[src/rtl/bus_periph_responder.sv]
// rtl/bus_periph_responder.sv - memory-mapped LED/switch/button/7-seg/timer responder
module bus_periph_responder #(
  parameter logic [31:0] BASE_ADDR = 32'hFFFF_F000,
  parameter int          SCAN_DIV  = 50000,
  parameter int          TIMER_DIV = 1
) (
  input  logic        cpu_clk,
  input  logic        cpu_rst_n,
  input  logic [31:0] Bus_addr,
  input  logic [3:0]  Bus_we,
  input  logic [31:0] Bus_wdata,
  output logic [31:0] Bus_rdata,
  input  logic [23:0] sw,
  input  logic [4:0]  button,
  output logic [23:0] led,
  output logic [7:0]  dig_en,
  output logic [7:0]  dig_seg
);

  localparam int SCW = (SCAN_DIV > 1) ? $clog2(SCAN_DIV) : 1;
  localparam int PSW = (TIMER_DIV > 1) ? $clog2(TIMER_DIV) : 1;

  localparam logic [9:0] OFS_DIG   = 10'h000;
  localparam logic [9:0] OFS_TIMER = 10'h008;
  localparam logic [9:0] OFS_LED   = 10'h018;
  localparam logic [9:0] OFS_SW    = 10'h01C;
  localparam logic [9:0] OFS_BTN   = 10'h01E;

  typedef enum logic [2:0] {
    DIGIT0, DIGIT1, DIGIT2, DIGIT3, DIGIT4, DIGIT5, DIGIT6, DIGIT7
  } scan_state_t;

  scan_state_t state, state_next;

  logic [31:0]    dig_reg;
  logic [31:0]    timer;
  logic [PSW-1:0] presc;
  logic [SCW-1:0] scan_cnt;
  logic [23:0]    sw_meta, sw_sync;
  logic [4:0]     btn_meta, btn_sync;

  logic        hit, wr;
  logic [9:0]  word_ofs;
  logic        presc_wrap, scan_wrap;
  logic [31:0] dig_merged, timer_merged, led_merged;
  logic [3:0]  nibble;

  function automatic logic [31:0] byte_merge(input logic [31:0] old,
                                             input logic [31:0] wdata,
                                             input logic [3:0]  we);
    logic [31:0] r;
    for (int i = 0; i < 4; i++)
      r[8*i +: 8] = we[i] ? wdata[8*i +: 8] : old[8*i +: 8];
    return r;
  endfunction

  function automatic logic [6:0] hex7(input logic [3:0] v);
    case (v)
      4'h0: hex7 = 7'h3F; 4'h1: hex7 = 7'h06; 4'h2: hex7 = 7'h5B; 4'h3: hex7 = 7'h4F;
      4'h4: hex7 = 7'h66; 4'h5: hex7 = 7'h6D; 4'h6: hex7 = 7'h7D; 4'h7: hex7 = 7'h07;
      4'h8: hex7 = 7'h7F; 4'h9: hex7 = 7'h6F; 4'hA: hex7 = 7'h77; 4'hB: hex7 = 7'h7C;
      4'hC: hex7 = 7'h39; 4'hD: hex7 = 7'h5E; 4'hE: hex7 = 7'h79; default: hex7 = 7'h71;
    endcase
  endfunction

  assign hit          = (Bus_addr[31:12] == BASE_ADDR[31:12]);
  assign word_ofs     = Bus_addr[11:2];
  assign wr           = hit && (Bus_we != 4'b0000);
  assign presc_wrap   = (presc == PSW'(TIMER_DIV - 1));
  assign scan_wrap    = (scan_cnt == SCW'(SCAN_DIV - 1));
  assign dig_merged   = byte_merge(dig_reg, Bus_wdata, Bus_we);
  assign timer_merged = byte_merge(timer, Bus_wdata, Bus_we);
  assign led_merged   = byte_merge({8'h00, led}, Bus_wdata, {1'b0, Bus_we[2:0]});

  // Zero-wait read mux; anything outside the window or unmapped reads as 0
  always_comb begin
    Bus_rdata = 32'h0;
    if (hit) begin
      case (word_ofs)
        OFS_DIG:   Bus_rdata = dig_reg;
        OFS_TIMER: Bus_rdata = timer;
        OFS_LED:   Bus_rdata = {8'h00, led};
        OFS_SW:    Bus_rdata = {8'h00, sw_sync};
        OFS_BTN:   Bus_rdata = {27'h0, btn_sync};
        default:   Bus_rdata = 32'h0;
      endcase
    end
  end

  // Writable registers with per-lane byte enables
  always_ff @(posedge cpu_clk or negedge cpu_rst_n) begin
    if (!cpu_rst_n) begin
      dig_reg <= 32'h0;
      led     <= 24'h0;
    end else if (wr) begin
      if (word_ofs == OFS_DIG) dig_reg <= dig_merged;
      if (word_ofs == OFS_LED) led     <= led_merged[23:0];
    end
  end

  // Free-running timer; a bus write overrides a coincident increment
  always_ff @(posedge cpu_clk or negedge cpu_rst_n) begin
    if (!cpu_rst_n) begin
      timer <= 32'h0;
      presc <= '0;
    end else if (wr && (word_ofs == OFS_TIMER)) begin
      timer <= timer_merged;
      presc <= '0;
    end else if (presc_wrap) begin
      timer <= timer + 32'd1;
      presc <= '0;
    end else begin
      presc <= presc + PSW'(1);
    end
  end

  // Two-flop synchronisers for the asynchronous switch and button inputs
  always_ff @(posedge cpu_clk or negedge cpu_rst_n) begin
    if (!cpu_rst_n) begin
      sw_meta  <= 24'h0;
      sw_sync  <= 24'h0;
      btn_meta <= 5'h0;
      btn_sync <= 5'h0;
    end else begin
      sw_meta  <= sw;
      sw_sync  <= sw_meta;
      btn_meta <= button;
      btn_sync <= btn_meta;
    end
  end

  // Scan FSM state and per-digit dwell counter
  always_ff @(posedge cpu_clk or negedge cpu_rst_n) begin
    if (!cpu_rst_n) begin
      state    <= DIGIT0;
      scan_cnt <= '0;
    end else begin
      state    <= state_next;
      scan_cnt <= scan_wrap ? '0 : scan_cnt + SCW'(1);
    end
  end

  // Next digit on dwell wrap; drive the selected digit's enable and segments
  always_comb begin
    state_next = state;
    nibble     = dig_reg[4*state +: 4];
    dig_en     = ~(8'b1 << state);
    dig_seg    = {1'b0, hex7(nibble)};
    if (scan_wrap) state_next = scan_state_t'(state + 3'd1);
  end

endmodule

[config.mk]
export PLATFORM = sky130hd
export DESIGN_NAME = bus_periph_responder
export DESIGN_NICKNAME = d
export VERILOG_FILES = /design/src/rtl/bus_periph_responder.sv
export SDC_FILE = /design/constraint.sdc
export NUM_CORES = 1
export LEC_CHECK = 0
export ABC_AREA = 1
export BUFFER_PORTS_ARGS = -buffer_cell sky130_fd_sc_hd__buf_2
export CAP_MARGIN = 20
export CORE_ASPECT_RATIO = 1.25
export CORE_UTILIZATION = 30
export DETAILED_ROUTE_END_ITERATION = 10
export SLEW_MARGIN = 5
export SYNTH_ARGS = -nofsm -noshare
export SYNTH_HDL_FRONTEND = slang
export SYNTH_SLANG_ARGS = --single-unit
[constraint.sdc]
create_clock -name cpu_clk -period 3.3 [get_ports cpu_clk]
set_clock_uncertainty 0.2 [all_clocks]
set_input_delay 0.33 -clock cpu_clk [delete_from_list [all_inputs] [get_ports cpu_clk]]
set_output_delay 0.33 -clock cpu_clk [all_outputs]
set_load 0.02 [all_outputs]
==> results.json <==
{
  "status": "finished, final reports clean",
  "yosysWarnings": 0,
  "p_per_area_nw_per_um2": 371.2,
  "clk_pin_slew_ns": 0.07,
  "first_pass_iters": 7,
  "worst-path-buf-inv": 3,
  "cp_common_cell": "nand2_1",
  "cts_buffers": 17,
  "synth_cells": 1257,
  "wl_per_cell_um": 15.05,
  "maxCapViolations": 0,
  "nFillCells": 3022,
  "grt_max_degree": 71,
  "worstPathMaxFanout": 19,
  "tightest_slew_ns": 0.7790,
  "final_common_cell": "nand2_1",
  "path_depth": 14,
  "rrSetupSlack_ns": 1.21,
  "crit_path_start_kind": "flip-flop",
  "crit_start": "state[0]",
  "cts_htree_levels": 4,
  "hpwl_um": 21540,
  "rsz0062_at_grt": "no",
  "layout_setup_ws_ns": 0.2337,
  "layout-drive-gt1-share_pct": 15.69,
  "antenna_found_initial": 1,
  "fmax_mhz": 326.1,
  "yosysSeqAreaShare_pct": 46.45,
  "gp_congestion": 0.9170,
  "fin_nets": 1599,
  "vias": 8744,
  "syn_area_sq_um": 8889,
  "crit_required_ns": 2.77,
  "period_needed_ns": 3.066,
  "insertion_delay_ns": 0.44,
  "ys_types": 28,
  "die_h_um": 194.4,
  "start_util_pct": 30.48,
  "syn_nets": 1371,
  "coreArea_sq_um": 29170,
  "ant_nets": 0,
  "min_period_over_period_pct": 92.92,
  "setup_violations": 0,
  "rows": 70,
  "clkSinkCount": 165,
  "critPathTopFamily": "simple AND/OR/NAND/NOR gates",
  "cts-root-buf": "clkbuf_16",
  "grtUsageTotal_pct": 19.27,
  "io_pins": 171,
  "drt_iter0_markers": 666,
  "grt_first_pass_wirelength_um": 44490,
  "slowest_delay_ns": 0.46,
  "die-area_sq_um": 30320,
  "die_w_um": 156.0,
  "port_buffers": 167,
  "critPathCaptureType": "primary output",
  "critPathKind": "reg2out",
  "worstPathArrival_ns": 2.54,
  "drt_wl_total_um": 28520,
  "via_per_inst": 4.614,
  "finalMaxSlewViolations": 0,
  "drc_errors": 0,
  "tritoncts": "done",
  "cts_buffer_depth": 2,
  "synth.avg_cell_area_sq_um": 7.071,
  "grt.overflow.total": 0,
  "slowest_stage": "dfrtp_2",
  "dp_cells": 1804,
  "reg2reg_to": "timer[24]",
  "cp-endpoint": "dig_seg[3]",
  "grt_pass1_vias": 8458,
  "rr_startpoint": "timer[1]",
  "setup_tns_ns": 0,
  "synth_seq_cells": 165,
  "dpl_worst_slack_ns": 0.5112,
  "r2r_cells": 10,
  "syn_to_final_growth_pct": 27.20,
  "relSlewSlack_pct": 48.01,
  "p_leak_nw": 5.825,
  "multiInputGateArea_sq_um": 4066,
  "seq_area_sq_um": 4130,
  "instances_no_fill": 1895,
  "hold_viol_final": 0,
  "most-common-layout-cells": "479 x nand2_1, 176 x nor2_1, 166 x buf_2",
  "peakVddDrop_mv": 0.3169,
  "min_path_type": "in2reg",
  "crit_chain": "buf_6 > nor2_1 > nor2_1 > o21ai_0 > nand2_1 > nand2_1 > nand2_1 > inv_1 > ha_1 > nand2_1 > nand2_1 > nor2_1 > nor2_1 > buf_2"
}
## worst min-delay path: cells and delay by family
family | cells | cell delay, ns
AOI/OAI and AO/OA | 1 | 0.08
buffers and inverters | 2 | 0.19
## how the worst min path moves through the flow
stage / start / end / slack [ns] / cells past startpoint
5_1_grt: Bus_wdata[18] / dig_reg[18] / 0.03 / 3
6_report: Bus_wdata[21] / dig_reg[21] / 0.01 / 3
2_1_floorplan: cpu_rst_n / btn_meta[0] / -0.17 / 0
3_5_place_dp: sw_meta[12] / sw_sync[12] / 0.13 / 0
4_1_cts: Bus_wdata[17] / dig_reg[17] / 0.001 / 3
3_3_place_gp: btn_meta[3] / btn_sync[3] / 0.13 / 0
## layout make-up
| cell class | count | share of cell area, % |
|---|---|---|
| antenna | 1 | 0.02213 |
| timing repair buffer | 244 | 13.77 |
| tap | 396 | 4.382 |
| clock inverter | 13 | 1.018 |
| clock buffer | 19 | 3.918 |
| inverter | 130 | 4.349 |
| multi-input combinational | 926 | 35.97 |
| sequential | 165 | 36.53 |
| timing repair inverter | 1 | 0.04427 |
## per-stage QoR
stage	utilization (%)	instance area [sq um]	hold slack (ns)	total power, mW
after CTS	38.61	11260	0.001218	4.235
after global routing	38.76	11310	0.02546	4.359
after detailed placement	34.87	10170	0.1347	2.277
after floorplan	-	8889	-0.1656	2.142
after global placement	34.87	10170	0.1329	2.274
final	38.76	11310	0.01345	4.197
## cells in the mapped netlist
| cell type | n | share of area, % |
|---|---|---|
| nand3_2 | 1 | 0.11 |
| buf_2 | 11 | 0.62 |
| inv_1 | 124 | 5.2 |
| nand4_1 | 13 | 0.91 |
| dfrtp_1 | 165 | 46 |
| nor4_1 | 2 | 0.14 |
| nor3_4 | 1 | 0.18 |
| o22ai_1 | 3 | 0.21 |
| conb_1 | 1 | 0.042 |
| inv_2 | 4 | 0.17 |
| clkinv_1 | 2 | 0.084 |
| nand3b_1 | 2 | 0.17 |
| buf_4 | 7 | 0.59 |
| nor2_1 | 176 | 7.4 |
| clkbuf_1 | 12 | 0.51 |
| nor2_2 | 2 | 0.14 |
| buf_1 | 2 | 0.084 |
| a21oi_1 | 2 | 0.11 |
| ha_1 | 15 | 2.1 |
| xnor2_1 | 6 | 0.59 |
| nand2_1 | 479 | 20 |
| nor3_1 | 9 | 0.51 |
| xor2_1 | 15 | 1.5 |
| o21ai_0 | 61 | 3.4 |
| nor3_2 | 2 | 0.23 |
| o211ai_1 | 2 | 0.17 |
| buf_6 | 4 | 0.51 |
| nand3_1 | 134 | 7.5 |
## cell families (layout without fill, tap and decap cells)
logic type | Yosys count | in the layout | synth area share, %
simple gates | 821 | 821 | 37.60
buf+inv | 166 | 407 | 7.798
flops | 165 | 165 | 46.45
compound gates | 68 | 68 | 3.927
xor+xnor | 21 | 21 | 2.069
fa+ha+maj | 15 | 15 | 2.111
other cells | 1 | 2 | 0.04219
## metal layers
layer	vias up	track usage [%]	wire (um)	part of all wire, %
li1	4355	-	-	-
met1	4057	22.90	11600	41
met2	259	32.74	14260	50
met3	73	3.255	1313	4.6
met4	0	10.71	1341	4.7
met5	-	0	0	0
## power by group
part	switching [mW]	internal, mW
registers	0.00932	2.06
clock network	0.900	1.01
logic	0.123	0.0960
total	1.03	3.16
## repair_timing
action / CTS / global route
setup endpoints to repair: 0 / 3
endpoints found under the hold margin: 133 / 0
setup buffers: 0 / 4
hold buffers: 53 / 0
resized for setup: 0 / 3
(Power assumes the default switching activity.)
